==> src/rtl/etapa_ex_mem_pkg.sv <==
// Shared definitions for the execute stage: ALUOp and funct encodings,
// multiplier FSM states and the M/WB control bundle.
package etapa_ex_mem_pkg;

  localparam logic [1:0] ALUOP_ADD   = 2'b00;
  localparam logic [1:0] ALUOP_SUB   = 2'b01;
  localparam logic [1:0] ALUOP_FUNCT = 2'b10;
  localparam logic [1:0] ALUOP_OR    = 2'b11;

  localparam logic [5:0] FUNCT_ADD  = 6'h20;
  localparam logic [5:0] FUNCT_SUB  = 6'h22;
  localparam logic [5:0] FUNCT_AND  = 6'h24;
  localparam logic [5:0] FUNCT_OR   = 6'h25;
  localparam logic [5:0] FUNCT_SLT  = 6'h2A;
  localparam logic [5:0] FUNCT_MULT = 6'h18;
  localparam logic [5:0] FUNCT_MFHI = 6'h10;
  localparam logic [5:0] FUNCT_MFLO = 6'h12;

  typedef enum logic [1:0] {
    MULT_IDLE = 2'd0,
    MULT_BUSY = 2'd1,
    MULT_DONE = 2'd2
  } mult_state_t;

  typedef struct packed {
    logic branch;
    logic mem_write;
    logic mem_read;
    logic mem_to_reg;
    logic reg_write;
  } mwb_ctrl_t;

endpackage

==> src/rtl/ex_mult_seq.sv <==
// Sequential signed multiplier (one shift-add step per cycle) owning HI/LO.
// state | meaning
// IDLE  | waiting for a MULT; latches operand magnitudes and sign on start
// BUSY  | NBITS shift-add iterations
// DONE  | applies the sign and writes HI:LO
module ex_mult_seq
  import etapa_ex_mem_pkg::*;
#(
  parameter int NBITS = 32
) (
  input  logic             i_clk,
  input  logic             i_reset,
  input  logic             i_req,
  input  logic [NBITS-1:0] i_a,
  input  logic [NBITS-1:0] i_b,
  output logic             o_start,
  output logic             o_busy,
  output logic             o_done,
  output logic [NBITS-1:0] o_hi,
  output logic [NBITS-1:0] o_lo
);

  localparam int CW = $clog2(NBITS);

  mult_state_t        r_state;
  logic [2*NBITS-1:0] r_mcand;
  logic [2*NBITS-1:0] r_acc;
  logic [NBITS-1:0]   r_mplier;
  logic [NBITS-1:0]   r_hi;
  logic [NBITS-1:0]   r_lo;
  logic [CW-1:0]      r_cnt;
  logic               r_sign;

  logic [NBITS-1:0]   w_abs_a;
  logic [NBITS-1:0]   w_abs_b;
  logic               w_start;

  // Negating the most negative value wraps to itself, which is the correct unsigned magnitude.
  assign w_abs_a = i_a[NBITS-1] ? -i_a : i_a;
  assign w_abs_b = i_b[NBITS-1] ? -i_b : i_b;
  assign w_start = (r_state == MULT_IDLE) && i_req;

  always_ff @(posedge i_clk or negedge i_reset) begin
    if (!i_reset) begin
      r_state  <= MULT_IDLE;
      r_mcand  <= '0;
      r_acc    <= '0;
      r_mplier <= '0;
      r_hi     <= '0;
      r_lo     <= '0;
      r_cnt    <= '0;
      r_sign   <= 1'b0;
    end else begin
      case (r_state)
        MULT_IDLE: begin
          if (w_start) begin
            r_mcand  <= {{NBITS{1'b0}}, w_abs_a};
            r_mplier <= w_abs_b;
            r_sign   <= i_a[NBITS-1] ^ i_b[NBITS-1];
            r_acc    <= '0;
            r_cnt    <= '0;
            r_state  <= MULT_BUSY;
          end
        end
        MULT_BUSY: begin
          if (r_mplier[0]) begin
            r_acc <= r_acc + r_mcand;
          end
          r_mcand  <= r_mcand << 1;
          r_mplier <= r_mplier >> 1;
          r_cnt    <= r_cnt + CW'(1);
          if (r_cnt == CW'(NBITS-1)) begin
            r_state <= MULT_DONE;
          end
        end
        MULT_DONE: begin
          {r_hi, r_lo} <= r_sign ? -r_acc : r_acc;
          r_state      <= MULT_IDLE;
        end
        default: r_state <= MULT_IDLE;
      endcase
    end
  end

  assign o_start = w_start;
  assign o_busy  = (r_state == MULT_BUSY);
  assign o_done  = (r_state == MULT_DONE);
  assign o_hi    = r_hi;
  assign o_lo    = r_lo;

endmodule

==> src/rtl/etapa_ex_mem.sv <==
// Execute stage and EX/MEM pipeline register: ALU, operand/RegDst muxes,
// branch adder, and the stall/bubble interface to the sequential multiplier.
module etapa_ex_mem
  import etapa_ex_mem_pkg::*;
#(
  parameter int NBITS  = 32,
  parameter int RNBITS = 5
) (
  input  logic              i_clk,
  input  logic              i_reset,
  input  logic [NBITS-1:0]  i_PC4,
  input  logic [NBITS-1:0]  i_Registro1,
  input  logic [NBITS-1:0]  i_Registro2,
  input  logic [NBITS-1:0]  i_Extension,
  input  logic [RNBITS-1:0] i_Rt,
  input  logic [RNBITS-1:0] i_Rd,
  input  logic              i_ALUSrc,
  input  logic [1:0]        i_ALUOp,
  input  logic              i_RegDst,
  input  logic              i_Branch,
  input  logic              i_MemWrite,
  input  logic              i_MemRead,
  input  logic              i_MemToReg,
  input  logic              i_RegWrite,
  output logic              o_Stall,
  output logic [NBITS-1:0]  o_PCBranch,
  output logic              o_Zero,
  output logic [NBITS-1:0]  o_ALUResult,
  output logic [NBITS-1:0]  o_Registro2,
  output logic [RNBITS-1:0] o_RegDest,
  output logic              o_Branch,
  output logic              o_MemWrite,
  output logic              o_MemRead,
  output logic              o_MemToReg,
  output logic              o_RegWrite
);

  logic [NBITS-1:0]  w_b;
  logic [5:0]        w_funct;
  logic [NBITS-1:0]  w_alu;
  logic              w_slt;
  logic [NBITS-1:0]  w_pc_branch;
  logic [RNBITS-1:0] w_dest;
  logic              w_mult_req;
  logic              w_mult_start;
  logic              w_mult_busy;
  logic              w_mult_done;
  logic [NBITS-1:0]  w_hi;
  logic [NBITS-1:0]  w_lo;
  logic              w_stall;
  logic              w_bubble;
  mwb_ctrl_t         w_ctrl;

  logic [NBITS-1:0]  r_pc_branch;
  logic              r_zero;
  logic [NBITS-1:0]  r_alu;
  logic [NBITS-1:0]  r_reg2;
  logic [RNBITS-1:0] r_dest;
  mwb_ctrl_t         r_ctrl;

  assign w_b         = i_ALUSrc ? i_Extension : i_Registro2;
  assign w_funct     = i_Extension[5:0];
  assign w_slt       = $signed(i_Registro1) < $signed(w_b);
  assign w_pc_branch = i_PC4 + {i_Extension[NBITS-3:0], 2'b00};
  assign w_dest      = i_RegDst ? i_Rd : i_Rt;
  assign w_mult_req  = (i_ALUOp == ALUOP_FUNCT) && (w_funct == FUNCT_MULT);
  assign w_ctrl      = '{branch: i_Branch, mem_write: i_MemWrite, mem_read: i_MemRead,
                         mem_to_reg: i_MemToReg, reg_write: i_RegWrite};

  always_comb begin
    w_alu = '0;
    case (i_ALUOp)
      ALUOP_ADD: w_alu = i_Registro1 + w_b;
      ALUOP_SUB: w_alu = i_Registro1 - w_b;
      ALUOP_OR:  w_alu = i_Registro1 | w_b;
      default: begin
        case (w_funct)
          FUNCT_ADD:  w_alu = i_Registro1 + w_b;
          FUNCT_SUB:  w_alu = i_Registro1 - w_b;
          FUNCT_AND:  w_alu = i_Registro1 & w_b;
          FUNCT_OR:   w_alu = i_Registro1 | w_b;
          FUNCT_SLT:  w_alu = {{(NBITS-1){1'b0}}, w_slt};
          FUNCT_MFHI: w_alu = w_hi;
          FUNCT_MFLO: w_alu = w_lo;
          default:    w_alu = '0;
        endcase
      end
    endcase
  end

  ex_mult_seq #(
    .NBITS (NBITS)
  ) u_mult (
    .i_clk   (i_clk),
    .i_reset (i_reset),
    .i_req   (w_mult_req),
    .i_a     (i_Registro1),
    .i_b     (i_Registro2),
    .o_start (w_mult_start),
    .o_busy  (w_mult_busy),
    .o_done  (w_mult_done),
    .o_hi    (w_hi),
    .o_lo    (w_lo)
  );

  // The FSM sits in IDLE during reset, so a presented MULT would otherwise raise stall.
  assign w_stall  = i_reset && (w_mult_start || w_mult_busy);
  assign w_bubble = w_stall || w_mult_done;

  always_ff @(posedge i_clk or negedge i_reset) begin
    if (!i_reset) begin
      r_pc_branch <= '0;
      r_zero      <= 1'b0;
      r_alu       <= '0;
      r_reg2      <= '0;
      r_dest      <= '0;
      r_ctrl      <= '0;
    end else if (w_bubble) begin
      r_pc_branch <= '0;
      r_zero      <= 1'b0;
      r_alu       <= '0;
      r_reg2      <= '0;
      r_dest      <= '0;
      r_ctrl      <= '0;
    end else begin
      r_pc_branch <= w_pc_branch;
      r_zero      <= (w_alu == '0);
      r_alu       <= w_alu;
      r_reg2      <= i_Registro2;
      r_dest      <= w_dest;
      r_ctrl      <= w_ctrl;
    end
  end

  assign o_Stall     = w_stall;
  assign o_PCBranch  = r_pc_branch;
  assign o_Zero      = r_zero;
  assign o_ALUResult = r_alu;
  assign o_Registro2 = r_reg2;
  assign o_RegDest   = r_dest;
  assign o_Branch    = r_ctrl.branch;
  assign o_MemWrite  = r_ctrl.mem_write;
  assign o_MemRead   = r_ctrl.mem_read;
  assign o_MemToReg  = r_ctrl.mem_to_reg;
  assign o_RegWrite  = r_ctrl.reg_write;

endmodule
==> config.mk <==
export PLATFORM = sky130hd
export DESIGN_NAME = etapa_ex_mem
export DESIGN_NICKNAME = d
export VERILOG_FILES = /design/src/rtl/etapa_ex_mem_pkg.sv /design/src/rtl/ex_mult_seq.sv /design/src/rtl/etapa_ex_mem.sv
export SDC_FILE = /design/constraint.sdc
export NUM_CORES = 1
export LEC_CHECK = 0
export ABC_AREA = 1
export BUFFER_PORTS_ARGS = -buffer_cell sky130_fd_sc_hd__buf_4
export CAP_MARGIN = 20
export CELL_PAD_IN_SITES_DETAIL_PLACEMENT = 0
export CELL_PAD_IN_SITES_GLOBAL_PLACEMENT = 2
export CORE_UTILIZATION = 37
export DETAILED_ROUTE_END_ITERATION = 12
export GPL_TIMING_DRIVEN = 0
export PLACE_DENSITY = 0.95
export SKIP_LAST_GASP = 1
export SYNTH_ARGS = -nofsm -noshare
export SYNTH_HDL_FRONTEND = slang
export SYNTH_SLANG_ARGS = --single-unit
==> constraint.sdc <==
create_clock -name i_clk -period 6.6 [get_ports i_clk]
set_clock_uncertainty 0.1 [all_clocks]
set_input_delay 0.66 -clock i_clk [delete_from_list [all_inputs] [get_ports i_clk]]
set_output_delay 0.66 -clock i_clk [all_outputs]
set_load 0.01 [all_outputs]
Yosys cells after proc, flatten, opt, wreduce, memory -nomap -nowiden
Index checks and enable logic that the tools add are counted.
Operators by class
  reduce and logical (&&, ||, !) cells: 13
  multiplexer cells: 25
  $lt $le $gt $ge: 1
  eq/ne operators: 17
  bitwise operators: 3
  $add $sub $neg: 8
Operators with widths (number)
  64-bit 2-to-1 mux: 4
  64-bit one-hot mux with 2 select lines: 2
  32-bit 2-to-1 mux: 7
  32-bit one-hot mux with 7 select lines: 1
  32-bit one-hot mux with 3 select lines: 1
  32-bit adder: 2
  64-bit adder: 1
  32-bit negator: 2
  64-bit negator: 1
  32-bit one-hot mux with 2 select lines: 1
  32-bit bitwise AND: 1
  32-bit logical NOT: 1
  32-bit less-than comparator: 1
  32-bit OR: 1
  32-bit subtractor: 1
  6-bit == test, second input constant: 5
  5-bit 2-to-1 mux: 4
  6-bit by 5-bit == test with 1-bit output, second input constant: 3
  5-bit one-hot mux with 2 select lines: 1
  2-bit == test, second input constant: 3
  2-bit AND reduction: 3
  5-bit by 1-bit adder with 5-bit output, second input constant: 1
  5-bit == test, second input constant: 1
  2-bit by 1-bit == test with 1-bit output, second input constant: 2
  other kinds (11): 17
Word-level totals
  output and inout bits: 108
  word-level logic and storage cells: 85
  register bits after elaboration: 339
  input bits: 149

Depth between registers and ports, before layout
  depth in word-level cells: 7
  mapped depth: 24
  mapped depth without buffers: 23

Modules after synthesis
From an unflattened synthesis, not the netlist that was laid out.
Second synthesis, totals
  cells, all modules: 5189
  area total of the unflattened synthesis: 31719.2 um^2
Modules (own cells, without submodules)
  ex_mult_seq: cells each 2955, seq. area each 5805.6 um^2, area an instance 18393.9 um^2, instances 1
  etapa_ex_mem: cells each 2234, seq. area each 2677.6 um^2, area an instance 13325.3 um^2, instances 1

Worst setup path before layout
Ideal clock, no wire load.
  path kind: input to register
  start: input i_ALUSrc
  end: register r_zero (netlist: o_Zero)
  setup time: 0.071 ns
  data required time: 6.429 ns
  path buffers: 2
  cell stages on the path: 24
  path slack: 3.123 ns
  arrival: 3.305 ns
  path through: clkbuf_1 clkbuf_1 nand2_1 o21ai_0 inv_1 ha_1 fa_1 inv_1 nand2_1 nand2_1 nand3_1 nand2_1 nand2_1 nand2_1 nand2_1 nand2_1 nor2_1 nor2_1 nand2_1 nor2_1 nand2_1 nor3_1 nand3_1 nor2_1
Between the ends
  cells in the longest elaborated chain, start to end: 6
  elaborated cells between the ends (all ways): 10
  those cells by class: add/sub: 2; order compare: 1; mux: 4; bitwise: 2; reduce/logical: 1
RTL lines
  from (decl): RTL line etapa_ex_mem.sv:17  | input logic i_ALUSrc,
  32-bit 2-to-1 mux *: RTL line etapa_ex_mem.sv:61  | assign w_b = i_ALUSrc ? i_Extension : i_Registro2;
  32-bit subtractor (tied with other cells): RTL line etapa_ex_mem.sv:74, etapa_ex_mem.sv:79
  32-bit one-hot mux with 7 select lines: RTL line etapa_ex_mem.sv:77  | case (w_funct)
  32-bit one-hot mux with 3 select lines *: RTL line etapa_ex_mem.sv:72  | case (i_ALUOp)
  32-bit logical NOT *: RTL line etapa_ex_mem.sv:127  | r_zero <= (w_alu == '0);
  1-bit 2-to-1 mux *: RTL line etapa_ex_mem.sv:118  | end else if (w_bubble) begin
  to (signal assigned): RTL line etapa_ex_mem.sv:127
  to (decl): RTL line etapa_ex_mem.sv:55  | logic r_zero;
Mark *: on every way between the ends. The rest lies on a longest branch, timed or not.
A chain may end at the register's enable or synchronous reset.

Worst setup path in the final report
Ends and elaborated chain as after synthesis.

==> impl_metrics.ini <==
[grt]
pin_count_of_the_biggest_net_entering_global_routing = 111
grt_use_total = 0.342
grt_first_pass_wirelength_um = 204000
grt-ovfl-total = 0
antenna_found_initial = 4
number_of_global_route_vias_before_repair = 30462

[die]
chipHeight_um = 284
initial_core_util = 0.374
die_width_um = 284
dieArea_mm2 = 0.0809
fp-row-count = 103
core_area_mm2 = 0.0789
design.portCount = 257

[detailed_routing]
post-route-drc-count = 0
route.antenna.remaining_nets = 0
drt-pass1-iter-count = 6
routedWlPerCell_um = 23.8
drt-initial-drc-count = 3304
route.vias.total = 32223
vias_per_cell = 5.46
route.final.wire_length_um = 140000

[sta]
max_slew_margin = 0.170
timing.final.hold_violations = 0
grt_setup_unrepaired = no
slew_violations = 0
worst-slew-pin-transition_ps = 1230
fmaxAchievable_ghz = 0.224
post-route-min-period_ps = 4460
report.final.setup_viol = 0
postLayoutSetupSlackWorst_ps = 2140
setup_tns_ps = 0
timing.final.crit_share = 0.675

[cells_and_area]
final_common_cell = sky130_fd_sc_hd__nand2_1
share_of_layout_cells_above_drive_strength_1 = 0.0968
final_core_util = 0.437
area.growth.synth_to_final_pct = 16.9
num-nets-final = 5197
layout.filler_cells = 8578
ff_latch_area_mm2 = 0.00848
most-common-layout-cells = sky130_fd_sc_hd__nand2_1 (1066), sky130_fd_sc_hd__inv_1 (686), sky130_fd_sc_hd__nor2_1 (486)
area_taken_by_multi_input_logic_gates_mm2 = 0.0179

[worst_setup_path]
worst_ep_arrival_time_ps = 4890
startpoint_type = primary input
crit_chain = clkbuf_1 -> clkbuf_1 -> o21ai_0 -> ha_1 -> nor2_1 -> nand2_1 -> nor2_1 -> nand2_1 -> nand2_1 -> nand2_1 -> nand3_1 -> nand3_1 -> a21oi_1 -> nand3_1 -> nor3_1 -> nand3_1 -> nor2_1
cp.required_ps = 7030
critical_path_peak_fanout = 10
worst_r2r_startpoint = u_mult.r_state[0]
critical-path-top-delay-family = simple AND/OR/NAND/NOR gates
regToRegEndpoint = o_PCBranch[30]
reg2regPathDepth = 8
max_stage_delay_ps = 850
setup.worst_path.class = primary input to register
crit_path_top_delay_cell = sky130_fd_sc_hd__o21ai_0
cp.buffers_inverters = 2
worstSetupEndpointType = register
reg2reg_slack_ps = 3040

[clocking]
numClockSinks = 339
cts_repair_resize_count = 0
cts_htree_levels = 2
clkSlewWorstSetupHoldPaths_ps = 60
numCtsBuffers = 42
clockBufferDepth = 3
cts_tree = yes
worstSkewPairLatency_ps = 620
clock-root-buffer = sky130_fd_sc_hd__clkbuf_16

[synth]
syn_area_per_cell_um2 = 6.55
yosys_warnings = 0
synth_sequential_area_ratio = 0.288
post_synth_edffs = 0
post_synth_inst_count = 4505
synth.distinct_cells = 59
dominantRegCellSynth = sky130_fd_sc_hd__dfrtp_1
ys_async_sr_fraction = 1.00
synth.ff_latch_count = 339
synth.net_count = 4879
synth_area_mm2 = 0.0295

[min_path]
hp-start = i_MemToReg
hold_end = o_MemToReg
worst_hold_path.num_cells = 3
timing.hold.worst.class = primary input to register

[outcome]
run_status = finished clean

[power]
p_int_mw = 5.90
pwr-share-comb = 0.492
vdd.ir_drop.worst_mv = 0.310
pwr-share-clk = 0.230
p_leak_nw = 17.2
swShare = 0.480
switchingPower_mw = 5.45
sequentialPowerShare = 0.277
powerDensity_mw_per_mm2 = 329

[placed_design]
dp_hpwl_um = 118000
place.gp.congestion = 1.02
post-place-ws_ps = 1410
placement.io_buffers = 255

[flow_run]
maxCapViolations = 0
-- sequential cells by signal, summed over array words and instances, names as in the netlist --
name	cells
o_ALUResult	32
o_Branch	1
o_MemRead	1
o_MemToReg	1
o_MemWrite	1
o_PCBranch	32
o_RegDest	5
o_RegWrite	1
o_Registro2	32
o_Zero	1
u_mult.o_hi	32
u_mult.o_lo	32
u_mult.r_acc	64
u_mult.r_cnt	5
u_mult.r_mcand	64
u_mult.r_mplier	32
u_mult.r_sign	1
u_mult.r_state	2
-- worst max-delay path by stage --
stage	endpoint	depth (start not counted)	startpoint	slack (ps)
2_1_floorplan	o_Zero	24	i_ALUSrc	3120
3_3_place_gp	o_PCBranch[30]	5	i_reset	80
3_5_place_dp	o_Zero	17	i_ALUSrc	1410
4_1_cts	o_Zero	17	i_ALUSrc	2020
5_1_grt	o_Zero	21	i_ALUSrc	1970
6_report	o_Zero	17	i_ALUSrc	2140
-- Yosys cell counts, types with 8 or more instances --
master	n	area (um2)
sky130_fd_sc_hd__nor2_2	18	113
sky130_fd_sc_hd__o21ai_1	16	80.1
sky130_fd_sc_hd__o211ai_1	33	248
sky130_fd_sc_hd__or2_2	24	150
sky130_fd_sc_hd__xor2_1	78	683
sky130_fd_sc_hd__nor3_2	10	100
sky130_fd_sc_hd__nor3_1	59	295
sky130_fd_sc_hd__a31oi_1	30	188
sky130_fd_sc_hd__a21oi_1	268	1340
sky130_fd_sc_hd__xnor2_1	9	78.8
sky130_fd_sc_hd__clkbuf_1	75	282
sky130_fd_sc_hd__nand3_1	372	1860
sky130_fd_sc_hd__nand4_1	60	375
sky130_fd_sc_hd__o221ai_1	24	210
sky130_fd_sc_hd__nor2_1	486	1820
sky130_fd_sc_hd__buf_1	12	45.0
sky130_fd_sc_hd__nand2_1	1066	4000
sky130_fd_sc_hd__a21o_1	12	90.1
sky130_fd_sc_hd__inv_1	686	2570
sky130_fd_sc_hd__o31ai_1	11	82.6
sky130_fd_sc_hd__inv_2	8	30.0
sky130_fd_sc_hd__o22ai_1	72	450
sky130_fd_sc_hd__nor4_1	30	188
sky130_fd_sc_hd__o21a_1	11	82.6
sky130_fd_sc_hd__o21ai_0	307	1540
sky130_fd_sc_hd__ha_1	221	2770
sky130_fd_sc_hd__o21bai_1	32	240
sky130_fd_sc_hd__a221oi_1	16	140
sky130_fd_sc_hd__buf_2	33	165
sky130_fd_sc_hd__a21boi_0	11	82.6
sky130_fd_sc_hd__dfrtp_1	339	8480
sky130_fd_sc_hd__nand3b_1	12	90.1
-- worst register-to-register path, cell delays in order, from the launching register on --
cell and delay, ps:
sky130_fd_sc_hd__dfrtp_1 390, sky130_fd_sc_hd__inv_1 90, sky130_fd_sc_hd__nor2_1 810, sky130_fd_sc_hd__inv_2 180
sky130_fd_sc_hd__nand2_2 450, sky130_fd_sc_hd__a21oi_2 300, sky130_fd_sc_hd__inv_1 140, sky130_fd_sc_hd__clkbuf_1 750
sky130_fd_sc_hd__a21oi_1 160
-- timing repair --
action,4_1_cts,5_1_grt
setup endpoints to repair,0,0
setup buffers,0,0
hold buffers,1,0
hold endpoints to repair,66,0
-- power by group through the flow --
| stage | registers, mW | clock network [mW] | logic [mW] |
|---|---|---|---|
| finish | 3.15 | 2.61 | 5.59 |
| global route | 3.19 | 2.74 | 6.19 |
| CTS | 3.12 | 2.66 | 5.49 |
| detailed placement | 3.15 | 0 | 5.46 |
| global placement | 3.15 | 0 | 5.43 |
| floorplan | 2.96 | 0 | 3.60 |
-- routing by layer --
layer | vias to the layer above | track usage | part of all wire
met5 | - | 0 | 0.000093
met4 | 2 | 0.134 | 0.046
met3 | 231 | 0.0506 | 0.073
met2 | 1300 | 0.534 | 0.44
met1 | 15251 | 0.473 | 0.44
li1 | 15439 | - | -
-- per-stage QoR --
stage          hold slack [ps]  total power, mW  instances  instance area, um2
6_report                   166             11.3       5906               34500
5_1_grt                    165             12.1       5906               34500
4_1_cts                    132             11.3       5902               34500
3_5_place_dp               369             8.62       5826               32900
3_3_place_gp               368             8.57       5810               32700
2_1_floorplan              264             6.55       4505               29500
-- final cells by class --
cell class                 instances  area share
multi-input combinational       3346       0.519
sequential                       339       0.246
inverter                         698      0.0760
timing repair buffer             274      0.0617
tap                             1050      0.0381
clock buffer                      55      0.0348
buffer                           122      0.0148
clock inverter                    20     0.00990
antenna                            2    0.000145
-- cell families after synthesis --
group           synth area share
xor+xnor                  0.0258
buf+inv                    0.106
flops                      0.288
simple gates               0.313
fa+ha+maj                 0.0965
compound gates             0.171
Power figures use the tool's default switching activity.
